`config.mk`:
```
export PLATFORM = sky130hd
export DESIGN_NAME = csa_candidate_gen
export DESIGN_NICKNAME = d
export VERILOG_FILES = /design/src/rtl/csa_candidate_gen.sv
export SDC_FILE = /design/constraint.sdc
export NUM_CORES = 1
export LEC_CHECK = 0
export CAP_MARGIN = 5
export CORE_MARGIN = 3
export CORE_UTILIZATION = 45
export DETAILED_ROUTE_END_ITERATION = 8
export PLACE_DENSITY = 0.75
export SYNTH_ARGS = -nofsm -noshare
export SYNTH_HDL_FRONTEND = slang
export SYNTH_SLANG_ARGS = --single-unit
export TNS_END_PERCENT = 30
```
`constraint.sdc`:
```
create_clock -name clk_i -period 3.65 [get_ports clk_i]
set_input_delay 0.365 -clock clk_i [delete_from_list [all_inputs] [get_ports clk_i]]
set_output_delay 0.365 -clock clk_i [all_outputs]
set_load 0.01 [all_outputs]
```
`src/rtl/csa_candidate_gen.sv`:
```
// Iterative carry-select candidate generator: computes a+b and a+b+1 one SLICE per cycle,
// then holds both candidates under a valid/ready handshake.
module csa_candidate_gen #(
    parameter int unsigned WIDTH = 32,
    parameter int unsigned SLICE = 8
) (
    input  logic             clk_i,
    input  logic             rst_ni,
    input  logic             in_valid_i,
    output logic             in_ready_o,
    input  logic [WIDTH-1:0] a_i,
    input  logic [WIDTH-1:0] b_i,
    output logic             out_valid_o,
    input  logic             out_ready_i,
    output logic [WIDTH-1:0] sum0_o,
    output logic             cout0_o,
    output logic [WIDTH-1:0] sum1_o,
    output logic             cout1_o
);

    localparam int unsigned NSLICE = WIDTH / SLICE;
    localparam int unsigned IdxW   = (NSLICE > 1) ? $clog2(NSLICE) : 1;
    localparam logic [IdxW-1:0] LastIdx = IdxW'(NSLICE - 1);

    typedef enum logic [1:0] {
        StIdle,
        StCalc,
        StDone
    } state_e;

    state_e                        state_q;
    logic [NSLICE-1:0][SLICE-1:0] a_q;
    logic [NSLICE-1:0][SLICE-1:0] b_q;
    logic [NSLICE-1:0][SLICE-1:0] sum0_q;
    logic [NSLICE-1:0][SLICE-1:0] sum1_q;
    logic [IdxW-1:0]              idx_q;
    logic                         c0_q;
    logic                         c1_q;
    logic                         cout0_q;
    logic                         cout1_q;

    logic [SLICE-1:0] a_sl;
    logic [SLICE-1:0] b_sl;
    logic [SLICE:0]   s0;
    logic [SLICE:0]   s1;

    // Both candidates share the operand slice; only the incoming carry differs.
    always_comb begin
        a_sl = a_q[idx_q];
        b_sl = b_q[idx_q];
        s0   = {1'b0, a_sl} + {1'b0, b_sl} + (SLICE + 1)'(c0_q);
        s1   = {1'b0, a_sl} + {1'b0, b_sl} + (SLICE + 1)'(c1_q);
    end

    always_ff @(posedge clk_i or negedge rst_ni) begin
        if (!rst_ni) begin
            state_q <= StIdle;
            a_q     <= '0;
            b_q     <= '0;
            sum0_q  <= '0;
            sum1_q  <= '0;
            idx_q   <= '0;
            c0_q    <= 1'b0;
            c1_q    <= 1'b0;
            cout0_q <= 1'b0;
            cout1_q <= 1'b0;
        end else begin
            unique case (state_q)
                StIdle: begin
                    if (in_valid_i) begin
                        a_q     <= a_i;
                        b_q     <= b_i;
                        idx_q   <= '0;
                        c0_q    <= 1'b0;
                        c1_q    <= 1'b1;
                        state_q <= StCalc;
                    end
                end
                StCalc: begin
                    sum0_q[idx_q] <= s0[SLICE-1:0];
                    sum1_q[idx_q] <= s1[SLICE-1:0];
                    c0_q          <= s0[SLICE];
                    c1_q          <= s1[SLICE];
                    if (idx_q == LastIdx) begin
                        cout0_q <= s0[SLICE];
                        cout1_q <= s1[SLICE];
                        state_q <= StDone;
                    end else begin
                        idx_q <= idx_q + IdxW'(1);
                    end
                end
                StDone: begin
                    // Handoff edge never accepts; a new pair is taken from IDLE only.
                    if (out_ready_i) begin
                        state_q <= StIdle;
                    end
                end
                default: state_q <= StIdle;
            endcase
        end
    end

    assign in_ready_o  = (state_q == StIdle);
    assign out_valid_o = (state_q == StDone);
    assign sum0_o      = sum0_q;
    assign sum1_o      = sum1_q;
    assign cout0_o     = cout0_q;
    assign cout1_o     = cout1_q;

endmodule

```
==> results_dict.tcl, run 1 <==
set metrics [dict create \
    ios 136 \
    cts_sinks 136 \
    overflow 0 \
    fin_area_um2 8300 \
    path_class "register to register" \
    drc 0 \
    slew_headroom_pct 30.4 \
    ff2ff_setup_slack_ps 280 \
    seqCellArea_um2 3400 \
    path_delay_family "compound AO/OA/AOI/OAI gates" \
    initial_core_util_pct 47.3 \
    die_area_um2 15000 \
    grt_max_degree 109 \
    drive_gt1_share_pct 23.9 \
    clock_latency_ps 420 \
    post-place-ws_ps 338 \
    multi_input_area_um2 2590 \
    path_cells "buf_4 > mux4_2 > inv_1 > fa_1 > nand2b_1 > a21oi_2 > nor4_1 > a311oi_2 > nor3_2 > xnor2_1 > o21ai_0" \
    routedWlPerCell_um 17.2 \
    grt_pass1_wl_um 22700 \
    path_clk_slew_ps 50 \
    syn2layout_area_growth_pct 35.7 \
    outcome "finished, final reports clean" \
    arrival_ps 3630 \
    cts_buffers 17 \
    setup.worst_path.start_class "register" \
    track_usage_pct 19.8 \
    dp_hpwl_um 10000 \
    h-tree-depth 4 \
    cp.required_ps 3900 \
    fin_crit_sh_pct 92.5 \
    synth_ff_type "dfrtp_1" \
    worstMarginPinSlew_ps 1040 \
    drtIter0Drc 213 \
    slowest_delay_ps 590 \
    tritoncts "yes" \
    max_freq_mhz 296 \
    hold_path.class "primary input to async pin" \
    firstDrtPassIters 4 \
    max_cap_violations 0 \
    grt_pass1_vias 4441 \
    seq_area_frac_synth_pct 55.6 \
    finalMaxSlewViolations 0 \
    yosys_warnings 0 \
    fp.dieW_um 123 \
    cts_setup_buffers 0 \
    netlist_instances 473 \
    synth_fp_nets 558 \
    synthesis.area_um2 6120 \
    ys_ff_latch 136 \
    setup_violations 0 \
    antenna_cells 0 \
    path_buf_inv 2 \
    die_h_um 123 \
    cts_resized 0 \
    core_um2 12900 \
    gp_congestion 0.855 \
    drt_wl_total_um 13700 \
    nets 697 \
    n_fill_cell 980 \
    final_antenna_net_count 0 \
    antenna_found_initial 0 \
    syn_area_per_cell_um2 12.9 \
    vias 4212 \
    post_dp_cell_area_um2 7670 \
    hold_buffers 0 \
    synthArstFlopShare_pct 100 \
    port_buffers 135 \
    cts_buffer_depth 2 \
    fp-row-count 41 \
    finClkSkew_ps 5.86 \
    viasPerCell 5.29 \
    cts-root-buf "clkbuf_16" \
    synth_cell_type_count 43 \
    hold_viol_final 0 \
    layout_setup_ws_ps 275 \
    rsz0062_at_grt "no" \
    fin_crit_ps 3370 \
    end_kind "register" \
    fin_setup_tns_ps 0 \
    synth_edf_count 0 \
    cpMaxStageDelayCell "dfrtp_1" \
    worstPathMaxFanout 11 \
]
-- placed cells by master, fill, tap and decap left out, drive strengths merged, types with 7 or more instances in the layout --
cell and instances:
dfrtp 136, clkdlybuf4s50 134, mux2 81, nand2 61, o21ai 56, clkbuf 24, mux4 16, ha 16
nor2 13, xnor2 11, inv 9, a21oi 8, xor2 8, buf 7
-- path summary, 6_finish.rpt --
| check | start | to | depth (start not counted) |
|---|---|---|---|
| worst max-delay path | idx_q[1] | sum1_o[7] | 11 |
| worst min-delay path | rst_ni | sum0_o[1] | 1 |
| worst max register to register | idx_q[1] | sum1_o[7] | 11 |
| worst min register to register | sum1_o[12] | sum1_o[12] | 2 |
| max in group asynchronous | rst_ni | b_q[21] | 2 |
| min in group clk_i | sum1_o[12] | sum1_o[12] | 2 |
-- sequential cells by signal (all words and copies together), names as in the netlist --
register and count:
a_q 32, b_q 32, c0_q 1, c1_q 1, cout0_o 1, cout1_o 1
idx_q 2, state_q 2, sum0_o 32, sum1_o 32
-- Yosys cell counts, types with 2 or more instances --
cell      instances  area (um2)
dfrtp_1         136        3400
mux2_2           81         912
nand2_1          61         229
o21ai_0          43         215
ha_1             16         200
mux4_2           16         360
clkbuf_1         13        48.8
nor2_1           13        48.8
o21ai_1          11        55.1
xnor2_1          11        96.3
inv_1             9        33.8
a21oi_1           7        35.0
buf_2             6        30.0
xor2_1            6        52.6
a22o_1            3        26.3
a311oi_2          3        45.0
nand2b_1          3        18.8
nand3_1           3        15.0
a21o_1            2        15.0
and2_1            2        12.5
nand4b_1          2        17.5
nor3_2            2        20.0
o21ai_2           2        17.5
o21bai_1          2        15.0
xor2_2            2        32.5
-- stage by stage --
step	hold slack, ps	util, %	std cells
after detailed placement	471	59.3	765
after global placement	460	59.3	765
after CTS	114	64.2	796
final	72.2	64.2	796
after global routing	139	64.2	796
after floorplan	69.4	-	473
-- kinds of logic (layout without fill, tap and decap cells) --
logic type,after synthesis,after routing,synth area share [%]
buffers and inverters,30,181,1.98
multiplexers,97,97,20.8
flip-flops,136,136,55.6
XOR/XNOR,19,19,2.97
AND/OR/NAND/NOR,94,94,6.93
AO/OA/AOI/OAI,80,80,8.08
adder cells (fa/ha/maj),17,17,3.60
-- area by class of cell --
type / count / share of cell area (%)
flip-flops and latches: 136 / 41.0
multi-input cells: 307 / 31.2
repair buffers: 141 / 17.1
clock buffers: 24 / 5.92
well taps: 172 / 2.59
clock inverters: 7 / 1.69
inverters: 9 / 0.407
-- layer usage --
metal  part of all wire (%)  global-route usage [%]
met1                     44                    25.2
met2                     49                    32.8
met3                    6.5                    6.36
met4                   0.90                    5.46
met5                      0                       0
Power of run 1 is not shown: default switching activity piles up to over one toggle a cycle in this logic, so the estimate is an artifact.
==> run 2, diff against run 1 <==
--- a/config.mk
+++ b/config.mk
@@ -9,7 +9,7 @@
 export CORE_MARGIN = 3
 export CORE_UTILIZATION = 45
 export DETAILED_ROUTE_END_ITERATION = 8
-export PLACE_DENSITY = 0.75
+export PLACE_DENSITY = 0.77
 export SYNTH_ARGS = -nofsm -noshare
 export SYNTH_HDL_FRONTEND = slang
 export SYNTH_SLANG_ARGS = --single-unit
==> results_dict.tcl, run 2 (synthesized netlist as in run 1, its figures left out) <==
set metrics [dict create \
    outcome "finished, final reports clean" \
    clock_latency_ps 420 \
    grt_max_degree 81 \
    startpoint "idx_q[0]" \
    worstPathMaxFanout 9 \
    rr_endpoint "sum0_o[23]" \
    antenna_found_initial 0 \
    firstDrtPassIters 5 \
    fin_setup_tns_ps 0 \
    drive_gt1_share_pct 25.1 \
    setup_violations 0 \
    cp.required_ps 3900 \
    ios 136 \
    hold_path.class "register to register" \
    final_cell_mix "135 x dfrtp_1, 134 x clkdlybuf4s50_1, 81 x mux2_2" \
    gp_congestion 0.842 \
    fin_crit_sh_pct 89.7 \
    cts_buffers 17 \
    routedWlPerCell_um 17.2 \
    core_um2 12900 \
    crit_end "sum0_o[23]" \
    finalMaxSlewViolations 0 \
    antenna_cells 0 \
    fin_crit_ps 3270 \
    grt_pass1_vias 4363 \
    arrival_ps 3530 \
    dp_hpwl_um 10400 \
    slew_headroom_pct 34.9 \
    tritoncts "yes" \
    final_common_cell "dfrtp_1" \
    finClkSkew_ps 9.67 \
    cts_sinks 136 \
    track_usage_pct 19.8 \
    port_buffers 135 \
    cts-root-buf "clkbuf_16" \
    die_h_um 123 \
    drc 0 \
    die_area_um2 15000 \
    syn2layout_area_growth_pct 36.1 \
    max_freq_mhz 305 \
    ff2ff_setup_slack_ps 380 \
    regToRegStartpoint "idx_q[0]" \
    vias 4257 \
    worstMarginPinSlew_ps 974 \
    final_antenna_net_count 0 \
    drt_wl_total_um 13800 \
    fp-row-count 41 \
    nets 703 \
    drtIter0Drc 174 \
    cts_setup_buffers 0 \
    rr_worst_depth 10 \
    cts_buffer_depth 2 \
    grt_pass1_wl_um 22500 \
    path_class "register to register" \
    end_kind "register" \
    rsz0062_at_grt "no" \
    path_clk_slew_ps 60 \
    hold_viol_final 0 \
    h-tree-depth 4 \
    fp.dieW_um 123 \
    overflow 0 \
    max_cap_violations 0 \
    viasPerCell 5.31 \
    setup.worst_path.start_class "register" \
    initial_core_util_pct 47.3 \
]
run 2: per-stage QoR:
stage	setup WS (ps)	instances	util [%]	hold WS (ps)	instance area, um2
after detailed placement	236	770	59.4	443	7680
after floorplan	181	473	-	69.4	6120
after global placement	342	770	59.4	432	7680
after global routing	106	802	64.4	499	8320
final	375	802	64.4	479	8320
after CTS	209	802	64.4	483	8320
run 2: routing by layer:
layer,share of wire [%],up-vias,track usage (%)
met1,43,2112,24.5
met2,48,148,32.6
met4,2.2,0,7.98
met5,0,-,0
met3,7.0,23,5.94
li1,-,1974,-
run 2: worst max-delay path, stage by stage, from the launching register on:
cell	delay, ps
dfrtp_2	520
buf_4	220
mux4_2	510
ha_1	440
o21ai_1	120
a21oi_2	190
nor4_1	80
a311oi_2	460
nor3_2	110
xnor2_1	300
o21ai_0	130
run 2: layout make-up:
| type | instances | area [um2] |
|---|---|---|
| Clock buffer | 17 | 425 |
| Clock inverter | 14 | 206 |
| Fill cell | 1003 | 4600 |
| Inverter | 9 | 33.8 |
| Multi-Input combinational cell | 307 | 2590 |
| Sequential cell | 136 | 3400 |
| Tap cell | 172 | 215 |
| Timing Repair Buffer | 147 | 1450 |
run 2: worst min path at each step:
stage / start / slack (ps) / cells past startpoint / to
3_5_place_dp: rst_ni / 440 / 1 / sum0_o[17]
5_1_grt: sum1_o[13] / 500 / 2 / sum1_o[13]
2_1_floorplan: rst_ni / 70 / 0 / a_q[0]
4_1_cts: sum1_o[18] / 480 / 2 / sum1_o[18]
6_report: sum1_o[18] / 480 / 2 / sum1_o[18]
3_3_place_gp: rst_ni / 430 / 1 / sum0_o[17]
run 2: repair_timing:
action,4_1_cts,5_1_grt
gates resized for setup,0,1
hold buffers,1,0
endpoints found under the setup margin,0,8
hold endpoints to repair,22,0
Power of run 2 is left out for the same reason.
==> run 3, diff against run 2 <==
--- a/config.mk
+++ b/config.mk
@@ -5,6 +5,7 @@
 export SDC_FILE = /design/constraint.sdc
 export NUM_CORES = 1
 export LEC_CHECK = 0
+export ABC_CLOCK_PERIOD_IN_PS = 3650
 export CAP_MARGIN = 5
 export CORE_MARGIN = 3
 export CORE_UTILIZATION = 45
==> results of run 3 <==
Final layout, timing and power as in run 2 (identical DEF).
Power of run 3 is left out for the same reason.
